## src/rtl/reg_file_pkg.sv

```systemverilog
// Shared widths and types for the architectural register file and its operand lookup.
package reg_file_pkg;

    localparam int unsigned RF_REG_NUM = 32;
    localparam int unsigned RF_ROB_W   = 4;
    localparam int unsigned REG_IDX_W  = 5;
    localparam int unsigned DATA_W     = 32;

    // Where an operand lookup found its answer, highest priority first.
    typedef enum logic [2:0] {
        SRC_ZERO,
        SRC_REG,
        SRC_COMMIT,
        SRC_ROB,
        SRC_WAIT
    } op_src_e;

endpackage

```

## src/rtl/reg_file_lookup.sv

```systemverilog
// Combinational per-operand priority mux: x0, idle register, commit bypass, ROB answer, wait.
module reg_lookup
    import reg_file_pkg::*;
#(
    parameter int unsigned ROB_W = RF_ROB_W
) (
    input  logic [REG_IDX_W-1:0] rs,
    input  logic [DATA_W-1:0]    reg_val,
    input  logic                 reg_busy,
    input  logic [ROB_W-1:0]     reg_tag,
    input  logic                 commit_sgn,
    input  logic [REG_IDX_W-1:0] commit_dest,
    input  logic [DATA_W-1:0]    commit_value,
    input  logic [ROB_W-1:0]     commit_tag,
    input  logic                 rob_rdy,
    input  logic [DATA_W-1:0]    rob_val,
    output logic                 rdy,
    output logic [DATA_W-1:0]    val,
    output logic [ROB_W-1:0]     tag
);

    op_src_e src;

    always_comb begin
        src = SRC_WAIT;
        if (rs == '0)
            src = SRC_ZERO;
        else if (!reg_busy)
            src = SRC_REG;
        else if (commit_sgn && commit_dest == rs && commit_tag == reg_tag)
            src = SRC_COMMIT;
        else if (rob_rdy)
            src = SRC_ROB;
    end

    always_comb begin
        rdy = 1'b1;
        val = '0;
        tag = reg_tag;
        case (src)
            SRC_ZERO:   val = '0;
            SRC_REG:    val = reg_val;
            SRC_COMMIT: val = commit_value;
            SRC_ROB:    val = rob_val;
            default:    rdy = 1'b0;
        endcase
    end

endmodule

```

## src/rtl/reg_file.sv

```systemverilog
// Architectural register file with rename status: operand lookup, rename at issue,
// write-back at commit, and flush of all pending renames on a mispredict.
module reg_file
    import reg_file_pkg::*;
#(
    parameter int unsigned REG_NUM = RF_REG_NUM,
    parameter int unsigned ROB_W   = RF_ROB_W
) (
    input  logic                 clk,
    input  logic                 rst,
    input  logic                 rdy,
    input  logic                 IS_sgn,
    input  logic [REG_IDX_W-1:0] IS_rs1,
    input  logic [REG_IDX_W-1:0] IS_rs2,
    input  logic [REG_IDX_W-1:0] IS_rd,
    input  logic                 IS_has_rd,
    output logic                 IS_rdy1,
    output logic                 IS_rdy2,
    output logic [DATA_W-1:0]    IS_val1,
    output logic [DATA_W-1:0]    IS_val2,
    output logic [ROB_W-1:0]     IS_tag1,
    output logic [ROB_W-1:0]     IS_tag2,
    input  logic [ROB_W-1:0]     ROB_name,
    output logic [ROB_W-1:0]     ROB_ord1,
    output logic [ROB_W-1:0]     ROB_ord2,
    input  logic                 ROB_rdy1,
    input  logic                 ROB_rdy2,
    input  logic [DATA_W-1:0]    ROB_val1,
    input  logic [DATA_W-1:0]    ROB_val2,
    input  logic                 commit_sgn,
    input  logic [REG_IDX_W-1:0] commit_dest,
    input  logic [DATA_W-1:0]    commit_value,
    input  logic [ROB_W-1:0]     commit_ROB_name,
    input  logic                 jp_wrong
);

    logic [DATA_W-1:0] val_q [REG_NUM];
    logic [DATA_W-1:0] val_d [REG_NUM];
    logic [ROB_W-1:0]  tag_q [REG_NUM];
    logic [ROB_W-1:0]  tag_d [REG_NUM];
    logic [REG_NUM-1:0] busy_q;
    logic [REG_NUM-1:0] busy_d;

    logic commit_we;
    logic rename_we;

    assign commit_we = commit_sgn && (commit_dest != '0);
    assign rename_we = IS_sgn && IS_has_rd && (IS_rd != '0) && !jp_wrong;

    // Next state: commit writes value, rename overrides busy/tag, flush clears all busy.
    always_comb begin
        val_d  = val_q;
        tag_d  = tag_q;
        busy_d = busy_q;
        for (int unsigned i = 1; i < REG_NUM; i++) begin
            if (commit_we && commit_dest == REG_IDX_W'(i)) begin
                val_d[i] = commit_value;
                if (busy_q[i] && tag_q[i] == commit_ROB_name)
                    busy_d[i] = 1'b0;
            end
            if (rename_we && IS_rd == REG_IDX_W'(i)) begin
                busy_d[i] = 1'b1;
                tag_d[i]  = ROB_name;
            end
        end
        if (jp_wrong)
            busy_d = '0;
    end

    always_ff @(posedge clk or negedge rst) begin
        if (!rst) begin
            busy_q <= '0;
            for (int unsigned i = 0; i < REG_NUM; i++) begin
                val_q[i] <= '0;
                tag_q[i] <= '0;
            end
        end else if (rdy) begin
            busy_q <= busy_d;
            for (int unsigned i = 0; i < REG_NUM; i++) begin
                val_q[i] <= val_d[i];
                tag_q[i] <= tag_d[i];
            end
        end
    end

    assign ROB_ord1 = tag_q[IS_rs1];
    assign ROB_ord2 = tag_q[IS_rs2];

    reg_lookup #(.ROB_W(ROB_W)) u_lookup1 (
        .rs           (IS_rs1),
        .reg_val      (val_q[IS_rs1]),
        .reg_busy     (busy_q[IS_rs1]),
        .reg_tag      (tag_q[IS_rs1]),
        .commit_sgn   (commit_sgn),
        .commit_dest  (commit_dest),
        .commit_value (commit_value),
        .commit_tag   (commit_ROB_name),
        .rob_rdy      (ROB_rdy1),
        .rob_val      (ROB_val1),
        .rdy          (IS_rdy1),
        .val          (IS_val1),
        .tag          (IS_tag1)
    );

    reg_lookup #(.ROB_W(ROB_W)) u_lookup2 (
        .rs           (IS_rs2),
        .reg_val      (val_q[IS_rs2]),
        .reg_busy     (busy_q[IS_rs2]),
        .reg_tag      (tag_q[IS_rs2]),
        .commit_sgn   (commit_sgn),
        .commit_dest  (commit_dest),
        .commit_value (commit_value),
        .commit_tag   (commit_ROB_name),
        .rob_rdy      (ROB_rdy2),
        .rob_val      (ROB_val2),
        .rdy          (IS_rdy2),
        .val          (IS_val2),
        .tag          (IS_tag2)
    );

endmodule

```

## config.mk

```make
export PLATFORM = sky130hd
export DESIGN_NAME = reg_file
export DESIGN_NICKNAME = d
export VERILOG_FILES = /design/src/rtl/reg_file_pkg.sv /design/src/rtl/reg_file_lookup.sv /design/src/rtl/reg_file.sv
export SDC_FILE = /design/constraint.sdc
export NUM_CORES = 2
export LEC_CHECK = 0
export CORE_MARGIN = 5
export CORE_UTILIZATION = 40
export DETAILED_ROUTE_END_ITERATION = 16
export PLACE_DENSITY = 0.62
export SLEW_MARGIN = 15
export SYNTH_ARGS = -nofsm -noshare
export SYNTH_HDL_FRONTEND = slang
export SYNTH_HIERARCHICAL = 1
export SYNTH_SLANG_ARGS = --single-unit
export TNS_END_PERCENT = 5
```

## constraint.sdc

```tcl
create_clock -name clk -period 7.6 [get_ports clk]
set_clock_uncertainty 0.05 [all_clocks]
set_input_delay 1.52 -clock clk [delete_from_list [all_inputs] [get_ports clk]]
set_output_delay 1.52 -clock clk [all_outputs]
set_load 0.01 [all_outputs]
```

* Word-level counts from Yosys, hierarchy flattened
Index checks and enable logic that the tools add are counted.
Operators by class: order comparisons 4, eq/ne operators 103, mux-type cells 122, bitwise gates (word level) 2, reductions and logical operators 265
Operator list (number):
- 32-bit binary-select mux with 5-bit select | 2
- 32-bit case mux with 3 select lines | 2
- 3-bit nonzero test | 62
- 5-bit equality test, second input constant | 32
- 32-bit 2-to-1 mux | 5
- 4-bit equality test | 33
- 2-bit AND reduction | 62
- 1-bit logical AND | 101
- 1-bit 2-to-1 mux | 97
- 3-bit AND reduction | 31
- 5-bit by 4-bit equality test with 1-bit output, second input constant | 16
- 4-bit binary-select mux with 5-bit select | 2
- 5-bit by 3-bit equality test with 1-bit output, second input constant | 8
- 3-bit 2-to-1 mux | 8
- 5-bit by 2-bit equality test with 1-bit output, second input constant | 4
- 4-bit 2-to-1 mux | 4
- 3-bit by 2-bit equality test with 1-bit output, second input constant | 4
- 6-bit >= comparator, second input constant | 2
- 5-bit by 6-bit less-than comparator with 1-bit output, second input constant | 2
- 5-bit NOT with 6-bit output | 2
- 1-bit binary-select mux with 5-bit select | 2
- 5-bit by 1-bit equality test with 1-bit output, second input constant | 2
- 5-bit equality test | 2
- 5-bit logical NOT | 2
- other kinds (5) | 9
Word-level totals: register bits after elaboration 1147, input port bits 133, output and inout port bits 82, word-level logic and storage cells 589

* Logic depth before layout (Yosys ltp)
depth after elaboration 12, mapped depth 14, depth with buffers taken out 9

* Cells and area by module
Netlist, hierarchy kept.
Modules (own cells, without submodules):
- reg_file | instances 1, cells each 4493, area an instance 63085.5 µm², seq. area each 28702.5 µm²
- reg_lookup | instances 2, cells each 98, area an instance 783.3 µm², seq. area each 0.0 µm²

* Least setup slack after synthesis
Ideal clock, no wire load.
path type in2out, start point input IS_rs1[1], end point output IS_val1[0], data arrival time 4.256 ns, required time 6.030 ns, slack 1.774 ns, cell stages on the path 12, path buffers 4, cell sequence buf_2 -> buf_2 -> clkbuf_1 -> mux4_2 -> a22o_1 -> o21ai_1 -> o21ai_1 -> xnor2_1 -> nand4_1 -> o311a_4 -> buf_6 -> a221o_1
Between the ends: word-level cells in the longest chain between the ends 11, elaborated cells between the ends (all ways) 21, those cells by class 5 x eq/ne; 12 x mux; 1 x bitwise; 3 x reduce/logical
RTL lines:
- from (decl) | RTL line reg_file.sv:13 | input logic [REG_IDX_W-1:0] IS_rs1,
- 5-bit NOT with 6-bit output (*)
- 4-bit binary-select mux with 5-bit select (*)
- 4-bit 2-to-1 mux (*) (2 in series)
- via ROB_ord1[1] | RTL line reg_file.sv:24 | output logic [ROB_W-1:0] ROB_ord1,
- 4-bit equality test (*) | RTL line reg_file_lookup.sv:30 | else if (commit_sgn && commit_dest == rs && commit_tag == reg_tag)
- 1-bit logical AND (*) | RTL line reg_file_lookup.sv:30
- 3-bit 2-to-1 mux (*) | RTL line reg_file_lookup.sv:30
- 3-bit 2-to-1 mux (*) | RTL line reg_file_lookup.sv:28 | else if (!reg_busy)
- 3-bit 2-to-1 mux (*) | RTL line reg_file_lookup.sv:26 | if (rs == '0)
- 3-bit by 2-bit equality test with 1-bit output / 3-bit by 1-bit equality test with 1-bit output (equally long branches) | RTL line reg_file_lookup.sv:40 | case (src)
- 32-bit case mux with 3 select lines (*) | RTL line reg_file_lookup.sv:40
- to (decl) | RTL line reg_file.sv:19 | output logic [DATA_W-1:0] IS_val1,
Mark *: on every way through the listed nets, which the timed path passes. The rest lies on a longest branch. The select of a mux whose other input is x is not followed.

* Worst setup path in the final report
start point input IS_rs2[0], end point output IS_val2[1]
Between the ends: word-level cells in the longest chain between the ends 11, elaborated cells between the ends (all ways) 21, those cells by class 5 x eq/ne; 12 x mux; 1 x bitwise; 3 x reduce/logical
RTL lines:
- from (decl) | RTL line reg_file.sv:14 | input logic [REG_IDX_W-1:0] IS_rs2,
- 5-bit NOT with 6-bit output (not written as such) | RTL line reg_file.sv:107, reg_file.sv:109
- 4-bit binary-select mux with 5-bit select | RTL line reg_file.sv:109 | .reg_tag (tag_q[IS_rs2]),
- 4-bit 2-to-1 mux (not written as such) (2 in series) | RTL line reg_file.sv:109
- 4-bit equality test | RTL line reg_file_lookup.sv:30
- 1-bit logical AND | RTL line reg_file_lookup.sv:30
- 3-bit 2-to-1 mux | RTL line reg_file_lookup.sv:30
- 3-bit 2-to-1 mux | RTL line reg_file_lookup.sv:28
- 3-bit 2-to-1 mux | RTL line reg_file_lookup.sv:26
- 3-bit by 2-bit equality test with 1-bit output / 3-bit by 1-bit equality test with 1-bit output (equally long branches) | RTL line reg_file_lookup.sv:40
- 32-bit case mux with 3 select lines (*) | RTL line reg_file_lookup.sv:40
- to (decl) | RTL line reg_file.sv:20 | output logic [DATA_W-1:0] IS_val2,
Mark *: on every way between the ends. The rest lies on a longest branch, timed or not. The select of a mux whose other input is x is not followed.

==> reports/qor.csv <==
stage,metric,value,unit
status,status,finished clean,
synthesis,Avg Inst Size Synth,13.8,um2
layout,fin area,72700,um2
synthesis,fraction of registers with async set/reset,100,%
synthesis,Yosys reg bits,1147,
sta,Slew @ Worst Pin,1270,ps
worst_setup_path,Setup CP Type,input pin to output port,
layout,final core occ,45.3,%
layout,"commonest non-fill, non-tap cells in the layout","1168 x mux2_2, 1147 x dfrtp_1, 444 x mux4_2",
pwr,Power Density,228,nW/um2
route,DRC viols,0,
layout,share of cells above drive strength 1,42.9,%
worst_setup_path,worst-path fanout max,61,
grt,total grt overflow,0,
grt,vias in the first global route,45200,
cts,hold_buf cts,0,
grt,GR Layer Usage met3,4.82,%
hold_path,Worst Hold Path Cells,1,
grt,GRT busiest layer,met2,
grt,initial antenna violation count,4,
layout,FILL cells,14100,
grt,met1 usage,33.5,%
synthesis,library cells used by synthesis,54,
cts,TritonCTS Sinks,1147,
route,Avg WL per Cell,30.8,um
placed_design,area of placed instances,68500,um2
worst_setup_path,RR Startpoint,tag_q[11],
layout,# nets final,4791,
worst_setup_path,Reg-to-Reg End,busy_q[29],
worst_setup_path,"Req. time, crit path",6030,ps
placed_design,IO Port Bufs,214,
synthesis,synth warn,6,
sta,Slew HR,15.1,%
cts,clk_lat worst skew,750,ps
cts,post-CTS sizing,0,
sta,final cycle utilization of the critical path,95.3,%
hold_path,worst hold path type,register to register,
run,max_cap viols,0,
sta,Fin. Hold Viols,0,
layout,P&R area growth vs syn,12.4,%
worst_setup_path,arrival time at the worst endpoint,5670,ps
cts,Root Driver,clkbuf_16,
grt,largest net degree at the start of global routing,157,
sta,# setup viols final,0,
synthesis,Post-synth EDFFs,0,
cts,clock buffer count from CTS,120,
floorplanning,Die Ht,412,um
cts,clk buf depth,3,
worst_setup_path,startpoint types,input pin,
cts,"Reg clk slew, reported paths",60,ps
floorplanning,Cell Rows,147,
cts,CTS H-tree depth,3,
cts,CTS tree,built,
synthesis,top-area cell type share of the netlist area,44.4,%
synthesis,Synth area leader,dfrtp_1,
synthesis,Cells after Synth,4689,
synthesis,syn_nets,4822,
placed_design,hpwl dp,124,mm
worst_setup_path,Reg2Reg Depth,5,
grt,GRT Resource Usage Total,24.8,%
route,vias,43800,
worst_setup_path,crit end category,output port,
pwr,Leak Pwr,32.1,nW
worst_setup_path,R2R Setup Slk,5740,ps
synthesis,Main synth FF type,dfrtp_1,
floorplanning,Starting Density,40.3,%
sta,min cycle time layout,7240,ps
placed_design,gp weighted congestion,0.863,
layout,"commonest non-fill, non-tap cell in the layout",mux2_2,
route,Detailed Routing Iterations Pass 1,6,
sta,RSZ-0062 raised after global routing,no,
hold_path,Hold Startpoint,val_q[79],
route,ANT nets after route,0,
route,total wire length,213,mm
floorplanning,die extent in x,412,um
grt,met2 Use GR,39.0,%
synthesis,synth top area cells,"dfrtp_1 44%, mux2_2 20%, mux4_2 15%, mux2i_1 2.9%, a22o_1 2.0%",
floorplanning,core footprint,161000,um2
grt,first-pass GRT wire length,314,mm
synthesis,Post-Syn Area,64700,um2
cts,Post-CTS Setup Bufs,0,
route,number of DRC markers in iteration 0,4025,
floorplanning,Ports,215,
synthesis,sequential-to-total area share from yosys stat,44.4,%
hold_path,Worst Hold End,val_q[79],
sta,Fin Setup TNS,0,ps
sta,Max Slew Vio Count,0,
floorplanning,die area,170000,um2
pwr,Worst VDD drop,0.000192,V
route,Via density,6.32,
sta,FMAX,138,MHz
layout make-up:
type                       instances  area [um2]  area share, %
multi-input combinational       3046       33900           46.6
clock buffer                     171        3470           4.77
tap                             2160        2700           3.72
timing repair buffer             338        3230           4.44
inverter                           5        18.8         0.0258
sequential                      1147       28700           39.5
antenna                            2        5.00        0.00689
clock inverter                    51         691          0.950
power by group:
part | switching [mW] | leakage, nW | internal, mW
Sequential | 0.566 | 15.3 | 6.85
Clock | 2.60 | 2.03 | 3.64
Combinational | 1.32 | 14.8 | 1.62
layer usage:
| layer | routed length (um) | vias to the layer above |
|---|---|---|
| met3 | 16200 | 489 |
| met4 | 9800 | 4 |
| met1 | 88300 | 23400 |
| met2 | 99100 | 1930 |
| met5 | 28 | - |
| li1 | - | 17900 |
critical path: stages:
cell	delay, ps
buf_8	280
buf_4	360
buf_12	420
mux4_2	570
a22o_1	240
o21ai_1	230
o21ai_1	180
a21boi_0	200
o311a_4	440
buf_4	290
a221o_1	340
clkdlybuf4s50_1	480
worst max-delay path by stage:
stage	startpoint	endpoint	slack (ps)	cells after the start
2_1_floorplan	IS_rs1[1]	IS_val1[0]	1770	12
3_3_place_gp	IS_rs2[0]	IS_val2[2]	410	12
3_5_place_dp	IS_rs2[0]	IS_val2[1]	360	12
4_1_cts	IS_rs2[0]	IS_val2[1]	360	12
5_1_grt	IS_rs2[0]	IS_val2[0]	150	12
6_report	IS_rs2[0]	IS_val2[1]	360	12
cell usage after synthesis (61+ instances only):
cell / count
a221o_1: 64
dfrtp_1: 1147
clkbuf_1: 237
mux2_2: 1168
nand2_1: 177
a22oi_1: 74
buf_2: 160
mux4_2: 444
nor2_1: 61
xnor2_1: 83
mux2i_1: 185
and2_1: 68
o21ai_1: 148
a22o_1: 149
state kept, by name (all words and copies together) (netlist names):
| register | flops |
|---|---|
| tag_q | 124 |
| val_q | 992 |
| busy_q | 31 |
metrics by stage:
stage	std cells	worst slack, ps	hold WS [ps]	total power, mW
global placement	6695	407	437	10.4
floorplan	4689	1770	421	9.40
detailed placement	6695	362	442	10.4
global route	6918	154	472	17.3
CTS	6917	357	463	16.7
finish	6920	357	459	16.6
cells by family after synthesis:
group	after synthesis	synth area share, %
mux	1856	39.7
compound gates	629	7.15
xor+xnor	142	1.92
buf+inv	496	3.59
simple gates	419	3.24
flops	1147	44.4
Note: power is estimated with default switching activity, not from simulation.
